===== config.mk =====
export PLATFORM = sky130hd
export DESIGN_NAME = sb_tx_serializer
export DESIGN_NICKNAME = d
export VERILOG_FILES = /design/src/rtl/sb_tx_serializer.sv
export SDC_FILE = /design/constraint.sdc
export NUM_CORES = 1
export LEC_CHECK = 0
export CAP_MARGIN = 10
export CORE_ASPECT_RATIO = 0.75
export CORE_UTILIZATION = 55
export CTS_BUF_LIST = sky130_fd_sc_hd__clkbuf_8
export DETAILED_ROUTE_END_ITERATION = 7
export PLACE_DENSITY_LB_ADDON = 0.15
export SLEW_MARGIN = 25
export SYNTH_ARGS = -nofsm -noshare
export SYNTH_HDL_FRONTEND = slang
export SYNTH_SLANG_ARGS = --single-unit

===== constraint.sdc =====
create_clock -name clk -period 5.85 [get_ports clk]
set_clock_uncertainty 0.15 [all_clocks]
set_input_delay 0.585 -clock clk [delete_from_list [all_inputs] [get_ports clk]]
set_output_delay 0.585 -clock clk [all_outputs]
set_load 0.02 [all_outputs]

===== src/rtl/sb_tx_serializer.sv =====
// Sideband TX serializer: latches one header (+ optional payload) per handshake,
// fills parity, and shifts 64-UI phits LSB first with GAP_UI idle UI after each.
module sb_tx_serializer #(
   parameter int unsigned GAP_UI     = 32,
   parameter bit          GEN_PARITY = 1'b1
) (
   input  logic        clk,
   input  logic        rst,
   input  logic        tx_valid,
   output logic        tx_ready,
   input  logic [63:0] tx_hdr,
   input  logic        tx_expect_32b,
   input  logic        tx_expect_64b,
   input  logic [63:0] tx_data,
   output logic        sb_tx_data,
   output logic        sb_tx_valid,
   output logic        busy,
   output logic        pkt_done,
   output logic        flag_err
);

   typedef enum logic [2:0] {
      S_IDLE,
      S_HDR,
      S_GAP_H,
      S_DATA,
      S_GAP_D
   } state_t;

   localparam logic [7:0] PHIT_LAST = 8'd63;
   localparam logic [7:0] GAP_LAST  = 8'(GAP_UI - 1);

   state_t      state_q, state_d;
   logic [7:0]  cnt_q, cnt_d;
   logic [63:0] hdr_q, hdr_d;
   logic [63:0] data_q, data_d;
   logic        has_pl_q, has_pl_d;

   logic        final_gap;
   logic        last_gap;
   logic        accept;
   logic [63:0] payload;
   logic [63:0] hdr_par;

   always_ff @(posedge clk or posedge rst) begin
      if (rst) begin
         state_q  <= S_IDLE;
         cnt_q    <= '0;
         hdr_q    <= '0;
         data_q   <= '0;
         has_pl_q <= 1'b0;
      end else begin
         state_q  <= state_d;
         cnt_q    <= cnt_d;
         hdr_q    <= hdr_d;
         data_q   <= data_d;
         has_pl_q <= has_pl_d;
      end
   end

   always_comb begin
      state_d  = state_q;
      cnt_d    = cnt_q + 8'd1;
      hdr_d    = hdr_q;
      data_d   = data_q;
      has_pl_d = has_pl_q;

      // GAP_H is the final gap only for header-only packets
      final_gap = ((state_q == S_GAP_H) && !has_pl_q) || (state_q == S_GAP_D);
      last_gap  = final_gap && (cnt_q == GAP_LAST);
      tx_ready  = !rst && ((state_q == S_IDLE) || last_gap);
      accept    = tx_valid && tx_ready;

      if (tx_expect_64b) begin
         payload = tx_data;
      end else if (tx_expect_32b) begin
         payload = {32'h0, tx_data[31:0]};
      end else begin
         payload = '0;
      end

      hdr_par = tx_hdr;
      if (GEN_PARITY) begin
         hdr_par[62] = ^tx_hdr[61:0];
         hdr_par[63] = ^payload;
      end

      case (state_q)
         S_IDLE: cnt_d = '0;
         S_HDR: begin
            if (cnt_q == PHIT_LAST) begin
               state_d = S_GAP_H;
               cnt_d   = '0;
            end
         end
         S_GAP_H: begin
            if ((cnt_q == GAP_LAST) && has_pl_q) begin
               state_d = S_DATA;
               cnt_d   = '0;
            end
         end
         S_DATA: begin
            if (cnt_q == PHIT_LAST) begin
               state_d = S_GAP_D;
               cnt_d   = '0;
            end
         end
         default: ;
      endcase

      if (last_gap) begin
         state_d = S_IDLE;
         cnt_d   = '0;
      end

      // accept only happens in IDLE or on the last final-gap cycle; both lead to HDR
      if (accept) begin
         state_d  = S_HDR;
         cnt_d    = '0;
         hdr_d    = hdr_par;
         data_d   = payload;
         has_pl_d = tx_expect_32b || tx_expect_64b;
      end

      sb_tx_valid = (state_q == S_HDR) || (state_q == S_DATA);
      if (state_q == S_HDR) begin
         sb_tx_data = hdr_q[cnt_q[5:0]];
      end else if (state_q == S_DATA) begin
         sb_tx_data = data_q[cnt_q[5:0]];
      end else begin
         sb_tx_data = 1'b0;
      end
      busy     = (state_q != S_IDLE);
      pkt_done = last_gap;
      flag_err = accept && tx_expect_32b && tx_expect_64b;
   end

endmodule


---- Word-level counts from Yosys, hierarchy flattened ----
Index checks and enable logic that the tools add are counted.
cells by class
  divide/modulo/power cells ............... 0
  order comparisons ....................... 1
  add/subtract/negate cells ............... 1
  bitwise logic cells ..................... 0
  reductions and logical operators ........ 20
  shift operators ......................... 0
  muxes and demuxes ....................... 19
  $mul .................................... 0
  equal/unequal tests ..................... 9
operators with widths
  cell                                                                   count
  64-bit two-way mux                                                     1
  64-bit parity                                                          1
  62-bit parity                                                          1
  32-bit two-way mux                                                     1
  8-bit two-way mux                                                      4
  8-bit case mux with 3 select lines                                     1
  3-bit two-way mux                                                      5
  1-bit binary-select mux with 6-bit select                              2
  3-bit case mux with 3 select lines                                     1
  8-bit by 1-bit adder with 8-bit output, second input constant          1
  8-bit by 5-bit equality test with 1-bit output, second input constant  1
  8-bit by 6-bit equality test with 1-bit output, second input constant  1
  4-bit != test, second input constant                                   2
  1-bit logical AND                                                      7
  6-bit by 7-bit < comparator with 1-bit output, second input constant   1
  3-bit by 2-bit equality test with 1-bit output, second input constant  2
  5-bit nonzero test                                                     1
  1-bit logical OR                                                       4
  1-bit two-way mux                                                      4
  4-bit by 3-bit != test with 1-bit output, second input constant        1
  4-bit AND reduction                                                    1
  3-bit by 1-bit equality test with 1-bit output, second input constant  1
  3-bit equality test, second input constant                             1
  3-bit zero test                                                        1
  other kinds (3)                                                        4
storage, ports and cells
  bits in writable memories ............... 0
  bits in read-only memories .............. 0
  input port bits ......................... 133
  word-level logic and storage cells ...... 55
  memories kept ........................... 0
  flip-flop bits (word level) ............. 140
  output and inout port bits .............. 6
  bits in latches ......................... 0

---- Logic depth before layout (Yosys ltp) ----
  depth after elaboration ................. 9
  mapped depth ............................ 10
  depth with buffers taken out ............ 8

---- Worst setup path before layout ----
No wires, ideal clock.
  path type ............................... input-to-reg
  start point ............................. in rst
  end point ............................... reg hdr_q[0]
  setup time .............................. 117 ps
  cell stages on the path ................. 6
  setup slack ............................. 1003 ps
  data required time ...................... 5583 ps
  arrival ................................. 4581 ps
  buffers on the path ..................... 2
  path through ............................ inv_1 -> nand3b_1 -> clkbuf_1 -> clkbuf_1 -> nand2_1 -> nand2_1
between the ends
  longest elaborated chain between the ends .. 3
ends and longest elaborated chain
  item                    line  RTL
  start: declaration      8     input logic rst,
  1-bit zero test         71    tx_ready = !rst && ((state_q == S_IDLE) || last_gap);
  1-bit logical AND       71
  1-bit logical AND       72    accept = tx_valid && tx_ready;
  end signal: assignment  55    hdr_q <= hdr_d;
  end: declaration        35    logic [63:0] hdr_q, hdr_d;
No other way between the ends.
A chain may end at the register's enable or synchronous reset.

---- Final worst setup path ----
  start point ............................. reg cnt_q[0]
  end point ............................... out sb_tx_data
between the ends
  longest elaborated chain between the ends .. 4
  elaborated cells on any way between the ends .. 6
  those cells by class .................... 6 x mux
ends and longest elaborated chain
  item                                       line  RTL
  start: declaration                         34    logic [7:0] cnt_q, cnt_d;
  start signal: assignment                   54    cnt_q <= cnt_d;
  1-bit binary-select mux with 6-bit select  129   sb_tx_data = data_q[cnt_q[5:0]];
  1-bit two-way mux (not written as such)    129
  1-bit two-way mux                          128   end else if (state_q == S_DATA) begin
  1-bit two-way mux *                        126   if (state_q == S_HDR) begin
  end: declaration                           15    output logic sb_tx_data,
Every way passes the cells marked *; elsewhere a longest branch is shown, timed or not. The select of a mux whose other input is x is not followed.

==> out/results.txt <==
Post-CTS repair timing setup buffer count: 0. The tree is rooted in a sky130_fd_sc_hd__clkbuf_8. The synthesis warning total was 0; the net count after synthesis was 965.

Measured along the y axis, the die boundary spans 105 um. The routed design has 18,500 um of wire. Post-CTS repair changed the size of 0 cells. For the total leakage power, the log shows 4.42 nW. The run gives 13,100 um as the placed wire-length estimate.

The placed instances occupy a cell area of 0.00918 sq mm. The share of flip-flops with an asynchronous set or reset was 1.00; the width of the die was 139 um. Data on the critical path is required at its endpoint by 5120 ps. The clock net in this run drives a total of 140 sinks. The setup TNS was 0 ps; the power density over the cells was 359 mW/mm^2. The post-synthesis average cell area was 9.34 sq um. The run gives 0 as the number of antenna violations at the first check in global routing. TritonCTS built the clock tree. The run gives 0.349 as the relative contribution of combinational cells to total power. Cell internal power was estimated by the tool at 0.00231 W.

At the later pin of the worst-skew pair, clock insertion delay measures 430 ps. The finished cells cover 0.00961 sq mm. Entering global routing, the biggest net connects 86 pins. In the synthesized netlist, the number of instances is 831. After clock tree synthesis, the clock-pin slew on the worst setup and hold paths is 80 ps. The tools report the area enclosed by the die boundary as 0.0146 sq mm. For the share of power burned in registers, the log shows 0.405. The normalized max-slew margin is 0.299. Input and output buffers added on the ports amount to 136. The global routing usage summed across all routing layers came out at 0.273. Most used flip-flop cell after synthesis: sky130_fd_sc_hd__dfrtp_1. The run gives 4 as the depth of the CTS H-tree. Number of vias per cell: 5.54. The detailed-route wire length per cell is 16.4 um, and the final count of pins violating max slew is 0. The logs give 0.00114 W for the reported net switching power and 0.00776 sq mm for the area of the mapped netlist.

The tools report the number of inserted diodes as 0. Setup repair after global routing left no endpoint under its margin. The last weighted congestion value of the routability-driven placer was 0.853; the number of routed nets with antenna violations was 0. In this run, synthesis inferred 0 flip-flops with an integrated enable.

Setup violations remaining at the end of the flow were counted as 0. The run gives 0 as the count of maximum capacitance violations. Global routing finished with a remaining overflow of 0. The worst-margin pin slew was 1050 ps.

In this run, synthesis produced a sequential element count of 140. Critical path start-end classification: reg2out. In this run the core area contains 37 standard-cell rows. Overall power consumption after layout is estimated at 0.00345 W. Number of failing hold endpoints at the final stage: 0. The effective utilization at floorplan was 0.564; the count of different cell masters after synthesis was 36. The arrival time at the worst endpoint is 3960 ps, and the via count of the first global-routing pass is 6,438. The worst setup path is launched from a register. IR analysis of the VDD net gives a maximum drop of 0.000191 V.

After clock tree synthesis, the flow added hold-fix buffers numbering 0. The logs give 1760 ps for the reg-to-reg setup timing slack and 1,049 for the number of fill cells in the layout. The share of synthesized area occupied by flip-flops and latches is 0.451.

The flow ran to the end, but the final reports show violations. Worst min-delay path class: reg2reg. The minimum clock period came out at 4700 ps. The number of nets at the end of the flow came out at 1,080. The net switching fraction of the power was 0.330. The tools report the kind of end point of the critical path as a primary output.

The checks that failed: design-rule violations. The final period utilization is 0.803. After detailed routing, the number of remaining DRC violations is 6. The area growth from synthesis to layout is 23.9%.

The number of violations reported at the end of detailed-routing iteration 0 was 548. The floorplan step defined a core boundary enclosing 0.0137 sq mm. 139 I/O pins were placed. The run gives 0.247 as the clock share of power. Along the worst path, the maximum fanout reaches 12. Fraction of final layout cells sized beyond drive strength 1: 0.0793. The achievable clock frequency came out at 213 MHz. The run gives 6,274 as the total via count in the routed design. The number of clock buffers inserted by TritonCTS is 17, and the largest buffer count on any clock path is 2. The first global-routing pass estimated 31,000 um of wire. The run gives 7 as the detailed-router iteration count before antenna repair.
==> routing by layer <==
metal	wire length, um	share of wire	track usage
met1	8210	0.44	0.365
met2	9160	0.49	0.452
met3	925	0.050	0.0559
met4	244	0.013	0.0825
met5	0	0	0
==> registers in the layout (all words and copies together), names as in the netlist <==
name,flops
has_pl_q,1
cnt_q,8
state_q,3
hdr_q,64
data_q,64
==> cell type report <==
| type | instances | area [sq um] | area share |
|---|---|---|---|
| clock buffers | 17 | 234 | 0.0243 |
| clock inverters | 14 | 195 | 0.0203 |
| inverters | 6 | 27.5 | 0.00286 |
| multi-input cells | 636 | 4010 | 0.417 |
| flip-flops and latches | 140 | 3500 | 0.365 |
| well taps | 175 | 219 | 0.0228 |
| repair buffers | 145 | 1420 | 0.148 |
==> cell usage after synthesis (4+ instances only) <==
cell | instances | area (sq um)
sky130_fd_sc_hd__mux4_2 | 22 | 495
sky130_fd_sc_hd__mux2_2 | 7 | 78.8
sky130_fd_sc_hd__dfrtp_1 | 140 | 3500
sky130_fd_sc_hd__buf_2 | 12 | 60.1
sky130_fd_sc_hd__o21ai_0 | 12 | 60.1
sky130_fd_sc_hd__nand2_1 | 331 | 1240
sky130_fd_sc_hd__buf_1 | 6 | 22.5
sky130_fd_sc_hd__a21oi_1 | 11 | 55.1
sky130_fd_sc_hd__nand3_1 | 65 | 325
sky130_fd_sc_hd__mux2i_1 | 4 | 40.0
sky130_fd_sc_hd__clkbuf_1 | 27 | 101
sky130_fd_sc_hd__mux4_1 | 12 | 315
sky130_fd_sc_hd__xnor2_1 | 113 | 990
sky130_fd_sc_hd__nor2_1 | 13 | 48.8
sky130_fd_sc_hd__xor2_1 | 17 | 149
sky130_fd_sc_hd__inv_1 | 6 | 22.5
==> worst max-delay path, cell delays in order (launching register included) <==
cell and delay, ps:
sky130_fd_sc_hd__dfrtp_2 580, sky130_fd_sc_hd__buf_4 320, sky130_fd_sc_hd__mux4_1 600, sky130_fd_sc_hd__mux4_2 470, sky130_fd_sc_hd__nand2_1 90, sky130_fd_sc_hd__o21ai_0 220, sky130_fd_sc_hd__mux4_2 550, sky130_fd_sc_hd__and2_1 170
sky130_fd_sc_hd__clkdlybuf4s50_1 530
==> power by group through the flow <==
stage	clock, W	sequential (W)	combinational [W]
5_1_grt	0.000896	0.00143	0.00132
6_report	0.000851	0.00140	0.00120
4_1_cts	0.000859	0.00140	0.00121
3_3_place_gp	0	0.00139	0.00116
2_1_floorplan	0	0.00130	0.000946
3_5_place_dp	0	0.00141	0.00120
==> logic make-up (layout without fill, tap and decap cells) <==
family          after synthesis  count (layout)  synth area share
flops                       140             140             0.451
xor+xnor                    130             130             0.147
fa+ha+maj                     1               1           0.00161
buf+inv                      55             182            0.0326
mux                          45              45             0.120
compound gates               31              31            0.0231
simple gates                429             429             0.225
==> cells in the final DEF, fill, tap and decap left out <==
master                              n
sky130_fd_sc_hd__clkdlybuf4s50_1  135
sky130_fd_sc_hd__dfrtp_2            1
sky130_fd_sc_hd__nor4b_1            1
sky130_fd_sc_hd__ha_1               1
sky130_fd_sc_hd__a2bb2oi_1          1
sky130_fd_sc_hd__nor3b_2            1
sky130_fd_sc_hd__bufinv_16          4
sky130_fd_sc_hd__a211oi_1           2
sky130_fd_sc_hd__o21ai_0           12
sky130_fd_sc_hd__mux2i_1            4
sky130_fd_sc_hd__inv_1              5
sky130_fd_sc_hd__mux2_2             7
sky130_fd_sc_hd__or3_1              1
sky130_fd_sc_hd__o21ai_1            1
sky130_fd_sc_hd__nand3b_1           2
sky130_fd_sc_hd__or2_2              3
sky130_fd_sc_hd__mux4_2            22
sky130_fd_sc_hd__and3_1             1
sky130_fd_sc_hd__a21oi_1           11
sky130_fd_sc_hd__inv_6              3
sky130_fd_sc_hd__xnor2_1          113
sky130_fd_sc_hd__nand4_1            2
sky130_fd_sc_hd__mux4_1            12
sky130_fd_sc_hd__a311o_1            1
sky130_fd_sc_hd__dfrtp_1          139
sky130_fd_sc_hd__buf_4              9
sky130_fd_sc_hd__nor2_1            13
sky130_fd_sc_hd__xor2_1            17
sky130_fd_sc_hd__clkinv_2           2
sky130_fd_sc_hd__nand2_1          331
sky130_fd_sc_hd__clkinvlp_4         4
sky130_fd_sc_hd__nand3_1           65
sky130_fd_sc_hd__and2_1             3
sky130_fd_sc_hd__nand2b_1           3
sky130_fd_sc_hd__o211ai_1           1
sky130_fd_sc_hd__clkinv_4           2
sky130_fd_sc_hd__nor3_1             3
sky130_fd_sc_hd__buf_2              1
sky130_fd_sc_hd__clkbuf_8          17
sky130_fd_sc_hd__a41oi_1            2
==> through the flow <==
stage | instances | hold slack, ps | utilization | setup slack, ps
floorplan | 831 | 280 | - | 1000
global route | 1133 | 338 | 0.699 | 1020
detailed placement | 1102 | 299 | 0.668 | 1610
finish | 1133 | 314 | 0.699 | 1150
CTS | 1133 | 315 | 0.699 | 1130
global placement | 1102 | 292 | 0.668 | 1630
==> path summary, 6_finish.rpt <==
check | start | to | depth (start not counted)
max in group asynchronous | rst | cnt_q[0] | 3
min in group asynchronous | rst | data_q[13] | 2
max | cnt_q[0] | sb_tx_data | 8
max reg2reg | cnt_q[2] | data_q[58] | 8
min | data_q[18] | data_q[18] | 2
min reg2reg | data_q[18] | data_q[18] | 2
Note: power is estimated with default switching activity, not from simulation.
